### src/rtl/cpu_pkg.sv
// Shared CPU definitions: opcode constants, loader FSM state encoding and
// the default instruction-memory depth.
package cpu_pkg;

  localparam int DEFAULT_DEPTH = 16;

  // Opcodes live in instruction bits [15:13].
  localparam logic [2:0] OP_HLT = 3'b111;

  localparam logic [2:0] ST_IDLE  = 3'd0;
  localparam logic [2:0] ST_HI    = 3'd1;
  localparam logic [2:0] ST_LO    = 3'd2;
  localparam logic [2:0] ST_WRITE = 3'd3;
  localparam logic [2:0] ST_FILL  = 3'd4;
  localparam logic [2:0] ST_DONE  = 3'd5;

endpackage

### src/rtl/imem_loader.sv
// Loads a big-endian byte stream into instruction memory, zero-filling the
// rest of the image after a hlt word, while holding the CPU off via busy.
module imem_loader
  import cpu_pkg::*;
#(
  parameter int DEPTH  = DEFAULT_DEPTH,
  parameter int ADDR_W = $clog2(DEPTH)
) (
  input  logic              clk,
  input  logic              rst_n,
  input  logic              start,
  input  logic              abort,
  input  logic [7:0]        in_data,
  input  logic              in_valid,
  output logic              in_ready,
  output logic              mem_we,
  output logic [ADDR_W-1:0] mem_addr,
  output logic [15:0]       mem_wdata,
  output logic              busy,
  output logic              done
);

  localparam logic [ADDR_W-1:0] LAST_ADDR = ADDR_W'(DEPTH - 1);

  logic [2:0]        state_reg, state_next;
  logic [ADDR_W-1:0] cnt_reg, cnt_next;
  logic [7:0]        hi_reg, hi_next;
  logic [7:0]        lo_reg, lo_next;

  always_ff @(posedge clk or negedge rst_n) begin
    if (!rst_n) begin
      state_reg <= ST_IDLE;
      cnt_reg   <= '0;
      hi_reg    <= '0;
      lo_reg    <= '0;
    end else begin
      state_reg <= state_next;
      cnt_reg   <= cnt_next;
      hi_reg    <= hi_next;
      lo_reg    <= lo_next;
    end
  end

  always_comb begin
    state_next = state_reg;
    cnt_next   = cnt_reg;
    hi_next    = hi_reg;
    lo_next    = lo_reg;
    if (abort) begin
      state_next = ST_IDLE;
    end else begin
      case (state_reg)
        ST_IDLE, ST_DONE: begin
          if (start) begin
            cnt_next   = '0;
            state_next = ST_HI;
          end
        end
        ST_HI: begin
          if (in_valid) begin
            hi_next    = in_data;
            state_next = ST_LO;
          end
        end
        ST_LO: begin
          if (in_valid) begin
            lo_next    = in_data;
            state_next = ST_WRITE;
          end
        end
        ST_WRITE: begin
          // The last slot ends the image even if it is not a hlt.
          if (cnt_reg == LAST_ADDR) begin
            state_next = ST_DONE;
          end else begin
            cnt_next   = cnt_reg + ADDR_W'(1);
            state_next = (hi_reg[7:5] == OP_HLT) ? ST_FILL : ST_HI;
          end
        end
        ST_FILL: begin
          if (cnt_reg == LAST_ADDR) begin
            state_next = ST_DONE;
          end else begin
            cnt_next = cnt_reg + ADDR_W'(1);
          end
        end
        default: state_next = ST_IDLE;
      endcase
    end
  end

  // Outputs decode straight from state so an asynchronous reset clears them at once.
  assign in_ready  = (state_reg == ST_HI) || (state_reg == ST_LO);
  assign mem_we    = (state_reg == ST_WRITE) || (state_reg == ST_FILL);
  assign mem_addr  = mem_we ? cnt_reg : '0;
  assign mem_wdata = (state_reg == ST_WRITE) ? {hi_reg, lo_reg} : 16'h0000;
  assign busy      = (state_reg == ST_HI) || (state_reg == ST_LO) ||
                     (state_reg == ST_WRITE) || (state_reg == ST_FILL);
  assign done      = (state_reg == ST_DONE);

endmodule

### config.mk
export PLATFORM = sky130hd
export DESIGN_NAME = imem_loader
export DESIGN_NICKNAME = d
export VERILOG_FILES = /design/src/rtl/cpu_pkg.sv /design/src/rtl/imem_loader.sv
export SDC_FILE = /design/constraint.sdc
export NUM_CORES = 1
export LEC_CHECK = 0
export BUFFER_PORTS_ARGS = -buffer_cell sky130_fd_sc_hd__buf_2
export CAP_MARGIN = 0
export CORE_MARGIN = 2
export CORE_UTILIZATION = 51
export CTS_CLUSTER_DIAMETER = 30
export DETAILED_ROUTE_END_ITERATION = 8
export PLACE_DENSITY = 0.84
export RECOVER_POWER = 25
export SYNTH_ARGS = -nofsm -noshare
export SYNTH_HDL_FRONTEND = slang
export SYNTH_SLANG_ARGS = --single-unit
### constraint.sdc
create_clock -name clk -period 1.64 [get_ports clk]
set_input_delay 0.164 -clock clk [delete_from_list [all_inputs] [get_ports clk]]
set_output_delay 0.164 -clock clk [all_outputs]
set_load 0.005 [all_outputs]
== After elaboration in Yosys (flattened, before gate mapping) ==
Cells that the tools add are included.

* Add/sub/neg operators: 1
* Eq/ne operators: 13
* Bitwise logic cells: 1
* Reduce and logical (&&, ||, !) cells: 12
* Muxes and demuxes: 13

{| class="wikitable"
|+ Operators with widths
! cell !! count
|-
| two-way mux 3 bit || 7
|-
| two-way mux 16 bit || 1
|-
| case mux 3 bit (5 select lines) || 1
|-
| two-way mux 4 bit || 3
|-
| inequality test 3 bit (second input constant) || 4
|-
| == test 3 bit (second input constant) || 3
|-
| case mux 4 bit (2 select lines) || 1
|-
| AND reduction 4 bit || 2
|-
| == test 3 x 2 -> 1 bit (second input constant) || 2
|-
| AND reduction 3 bit || 2
|-
| adder 4 x 1 -> 4 bit (second input constant) || 1
|-
| == test 4 bit (second input constant) || 1
|-
| logical OR 1 bit || 4
|-
| inequality test 2 bit (second input constant) || 2
|-
| OR reduction 2 bit || 2
|-
| == test 3 x 1 -> 1 bit (second input constant) || 1
|-
| logical NOT 3 bit || 1
|-
| nonzero test 2 bit || 1
|-
| inverter 1 bit || 1
|}

* Register bits: 23
* Word-level logic and storage cells: 44
* Input port bits: 13
* Output and inout port bits: 24

== Depth between registers and ports, before layout ==
* Depth in word-level cells: 5
* Mapped depth: 7
* Depth with buffers taken out: 5

== Worst setup path before layout ==
Ideal clock, no wire load.

* Path type: reg2reg
* From: register cnt_reg[0]
* To: register cnt_reg[1]
* Path buffers: 0
* Cell stages (with the launch flop): 6
* Required time: 1,561 ps
* Arrival time: 1,281 ps
* Setup slack: 279 ps
* Cells stage by stage: dfrtp_1 > ha_1 > a31oi_1 > o21ai_2 > o21ai_2 > mux2i_1

* Word-level cells in the longest chain between the ends: 3
* Elaborated cells between the ends (all ways): 6
* Those cells by class: add/sub: 1; eq/ne: 2; mux: 2; reduce/logical: 1

{| class="wikitable"
|+ RTL lines
! item !! RTL line !! RTL
|-
| start: declaration || imem_loader.sv:26 || <nowiki>logic [ADDR_W-1:0] cnt_reg, cnt_next;</nowiki>
|-
| start signal: assignment || imem_loader.sv:38 || <nowiki>cnt_reg <= cnt_next;</nowiki>
|-
| adder 4 x 1 -> 4 bit / == test 4 bit (equally long branches) || n/a ||
|-
| two-way mux 4 bit / inequality test 2 bit (equally long branches) || n/a ||
|-
| case mux 4 bit (2 select lines) / AND reduction 4 bit (equally long branches) || n/a ||
|}

Parallel ways exist; a longest one is shown, timed or not. The select of a mux whose other input is x is not followed.
A chain may end at the register's enable or synchronous reset.

== Final worst setup path ==
* From: register state_reg[1]
* To: output mem_addr[2]

* Word-level cells in the longest chain between the ends: 3
* Elaborated cells between the ends (all ways): 4
* Those cells by class: eq/ne: 2; mux: 1; reduce/logical: 1

{| class="wikitable"
|+ RTL lines
! item !! RTL line !! RTL
|-
| start: declaration || imem_loader.sv:25 || <nowiki>logic [2:0] state_reg, state_next;</nowiki>
|-
| start signal: assignment || imem_loader.sv:37 || <nowiki>state_reg <= state_next;</nowiki>
|-
| == test 3 x 2 -> 1 bit / == test 3 bit (equally long branches) || imem_loader.sv:94 || <nowiki>assign mem_we = (state_reg == ST_WRITE) || (state_reg == ST_FILL);</nowiki>
|-
| logical OR 1 bit (*) || imem_loader.sv:94 ||
|-
| two-way mux 4 bit (*) || imem_loader.sv:95 || <nowiki>assign mem_addr = mem_we ? cnt_reg : '0;</nowiki>
|-
| end: declaration || imem_loader.sv:17 || <nowiki>output logic [ADDR_W-1:0] mem_addr,</nowiki>
|}

Mark *: on every way between the ends. The rest lies on a longest branch, timed or not.

==> impl_metrics.env <==
export IMPL_pre_cts_slack_ps=148
export IMPL_synthArstFlopShare_pct=100
export IMPL_r2r_end="cnt_reg[1]$_DFFE_PN0P_"
export IMPL_layout_cells_non_filler=194
export IMPL_grt_use_total_pct=20.2
export IMPL_fmax_mhz=610
export IMPL_antenna_found_initial=0
export IMPL_worst_slew_pin_slew_ps=1210
export IMPL_design_core_area_sq_um=2430
export IMPL_fin_tns_setup_ps=-0.100
export IMPL_finalClockSkew_ps=3.39
export IMPL_placed_cells=182
export IMPL_yosysSeqAreaShare_pct=45.1
export IMPL_die_x_microns=54
export IMPL_drive_gt1_share_pct=52.4
export IMPL_dieArea_sq_um=2920
export IMPL_cp_slowest_cell="dfrtp_2"
export IMPL_ys_flop_type="dfrtp_1"
export IMPL_synth_nets=131
export IMPL_clk_pin_slew_ps=110
export IMPL_reg2reg_depth=6
export IMPL_min_from="in_data[2]"
export IMPL_fin_crit_ps=1640
export IMPL_drtIter0Drc=25
export IMPL_firstDrtPassIters=4
export IMPL_syn_area_sq_um=1270
export IMPL_hold_depth=2
export IMPL_synth_warnings=0
export IMPL_wl_per_cell_microns=14.5
export IMPL_setup_viol=1
export IMPL_critPathLaunchType="flip-flop"
export IMPL_cts_tree="yes"
export IMPL_grt_max_degree=24
export IMPL_r2r_start="state_reg[2]$_DFFE_PN0P_"
export IMPL_worstSkewPairLatency_ps=310
export IMPL_regArea_sq_um=578
export IMPL_end_kind="output port"
export IMPL_ctsLongestPathBuffers=2
export IMPL_r2r_slack_ps=70
export IMPL_fin_ws_ps=-0.100
export IMPL_violations="negative setup slack"
export IMPL_critPathMaxStageDelay_ps=480
export IMPL_cp_top_family="simple AND/OR/NAND/NOR gates"
export IMPL_totalWireLength_microns=2810
export IMPL_drc=0
export IMPL_ir_worst_vdd_mv=0.738
export IMPL_fillers=175
export IMPL_worstHoldPathType="input port to flip-flop"
export IMPL_endpoint="mem_addr[2]"
export IMPL_synth_edf_count=0
export IMPL_crit_chain="and3b_2 -> nor2_4 -> inv_2 -> and2_4 -> buf_6"
export IMPL_status="finished, violations left"
export IMPL_crit_required_ps=1480
export IMPL_cts_buffers=3
export IMPL_finalHoldViolCount=0
export IMPL_grt_pass1_wl_microns=4230
export IMPL_yosysTopAreaCell="dfrtp_1"
export IMPL_syn2layout_area_growth_pct=35.8
export IMPL_grt_pass1_vias=969
export IMPL_ys_types=33
export IMPL_port_buffers=36
export IMPL_cp_buffers_inverters=2
export IMPL_leakage_nw=0.844
export IMPL_gp_congestion=0.818
export IMPL_finalMaxSlewViolations=0
export IMPL_synth_top_cells_by_count="dfrtp_1, and2_1, mux2_1, mux2_2, nor2_1"
export IMPL_nets=179
export IMPL_syn_inst=117
export IMPL_drt_vias_per_instance=5.37
export IMPL_htreeDepth=1
export IMPL_synth_area_per_cell_sq_um=10.9
export IMPL_critical_path_depth=5
export IMPL_fp_row_count=18
export IMPL_multi_input_area_sq_um=712
export IMPL_boundaryPins=37
export IMPL_root_buffer="clkbuf_4"
export IMPL_power_density_nw_per_um2=926
export IMPL_synth_most_common_cell="dfrtp_1"
export IMPL_fin_crit_sh_pct=100
export IMPL_synth_top_area_share_pct=45.1
export IMPL_rsz0062_at_grt="yes"
export IMPL_antenna_cells=0
export IMPL_arrival_ps=1480
export IMPL_path_class="flip-flop to output port"
export IMPL_die_y_microns=54
export IMPL_synth_area_top_cells="dfrtp_1, and2_1, mux2_1"
export IMPL_critical_path_max_fanout=5
export IMPL_hpwl_microns=1940
export IMPL_gr_total_overflow=0
export IMPL_ys_seq_elements=23
export IMPL_ant_nets=0
export IMPL_initial_core_util_pct=52.4
export IMPL_cap_violations=0
export IMPL_cp_startpoint="state_reg[1]$_DFFE_PN0P_"
export IMPL_cts_sinks=23
export IMPL_maxSlewHeadroom_pct=19.6
export IMPL_vias=1041
how the worst min path moves through the flow:
stage,to,slack (ps)
after floorplan,cnt_reg[0]$_DFFE_PN0P_,-130
after global placement,hi_reg[0]$_DFFE_PN0P_,160
after detailed placement,lo_reg[0]$_DFFE_PN0P_,160
after CTS,hi_reg[2]$_DFFE_PN0P_,70
after global routing,hi_reg[3]$_DFFE_PN0P_,70
final,hi_reg[2]$_DFFE_PN0P_,70
layer usage:
layer  wire (microns)  up-vias  track usage, %
met2             1460       25            36.0
li1                 -      502               -
met5                0        -               0
met4               26        0            6.25
met1             1210      510            25.2
met3              118        4            3.06
area by class of cell:
type,count,share of cell area [%]
clock buffer,4,1.52
sequential,23,33.4
inverter,3,0.650
timing repair buffer,48,21.2
multi-input combinational,86,41.1
tap,30,2.17
cells by family after synthesis:
logic type      share of synthesized area [%]
simple gates                             24.1
compound gates                           9.03
flops                                    45.1
buf+inv                                  4.32
mux                                      15.7
fa+ha+maj                               0.981
xor+xnor                                0.687
timing repair:
item                       CTS  global route
hold endpoints to repair    23             0
hold buffers                 1             0
buffers inserted             6             1
resized for setup           24            15
pin swaps                   10             3
setup endpoints to repair   21            23
placed cells by master (no fill, tap or decap), types with 3 or more instances in the layout:
cell	n
and3_1	3
dfrtp_1	21
a31oi_1	5
buf_2	21
nor2_1	6
and2_4	14
mux2_1	8
buf_4	9
clkbuf_4	3
a21oi_1	6
o21ai_0	3
buf_6	16
mux2_2	8
and2_1	6
metrics by stage:
step	total power [W]	instance area, sq um	utilization, %	hold slack [ps]
floorplan	0.00115	1270	-	-132
CTS	0.00158	1660	68.1	68.7
finish	0.00160	1730	71.2	72.1
detailed placement	0.00128	1480	60.8	163
global route	0.00170	1730	71.2	66.7
global placement	0.00124	1480	60.8	156
power breakdown:
group          internal (W)  switching [W]
clock             0.0000950       0.000160
combinational      0.000261       0.000194
sequential         0.000763       0.000131
Note: power is estimated with default switching activity, not from simulation.
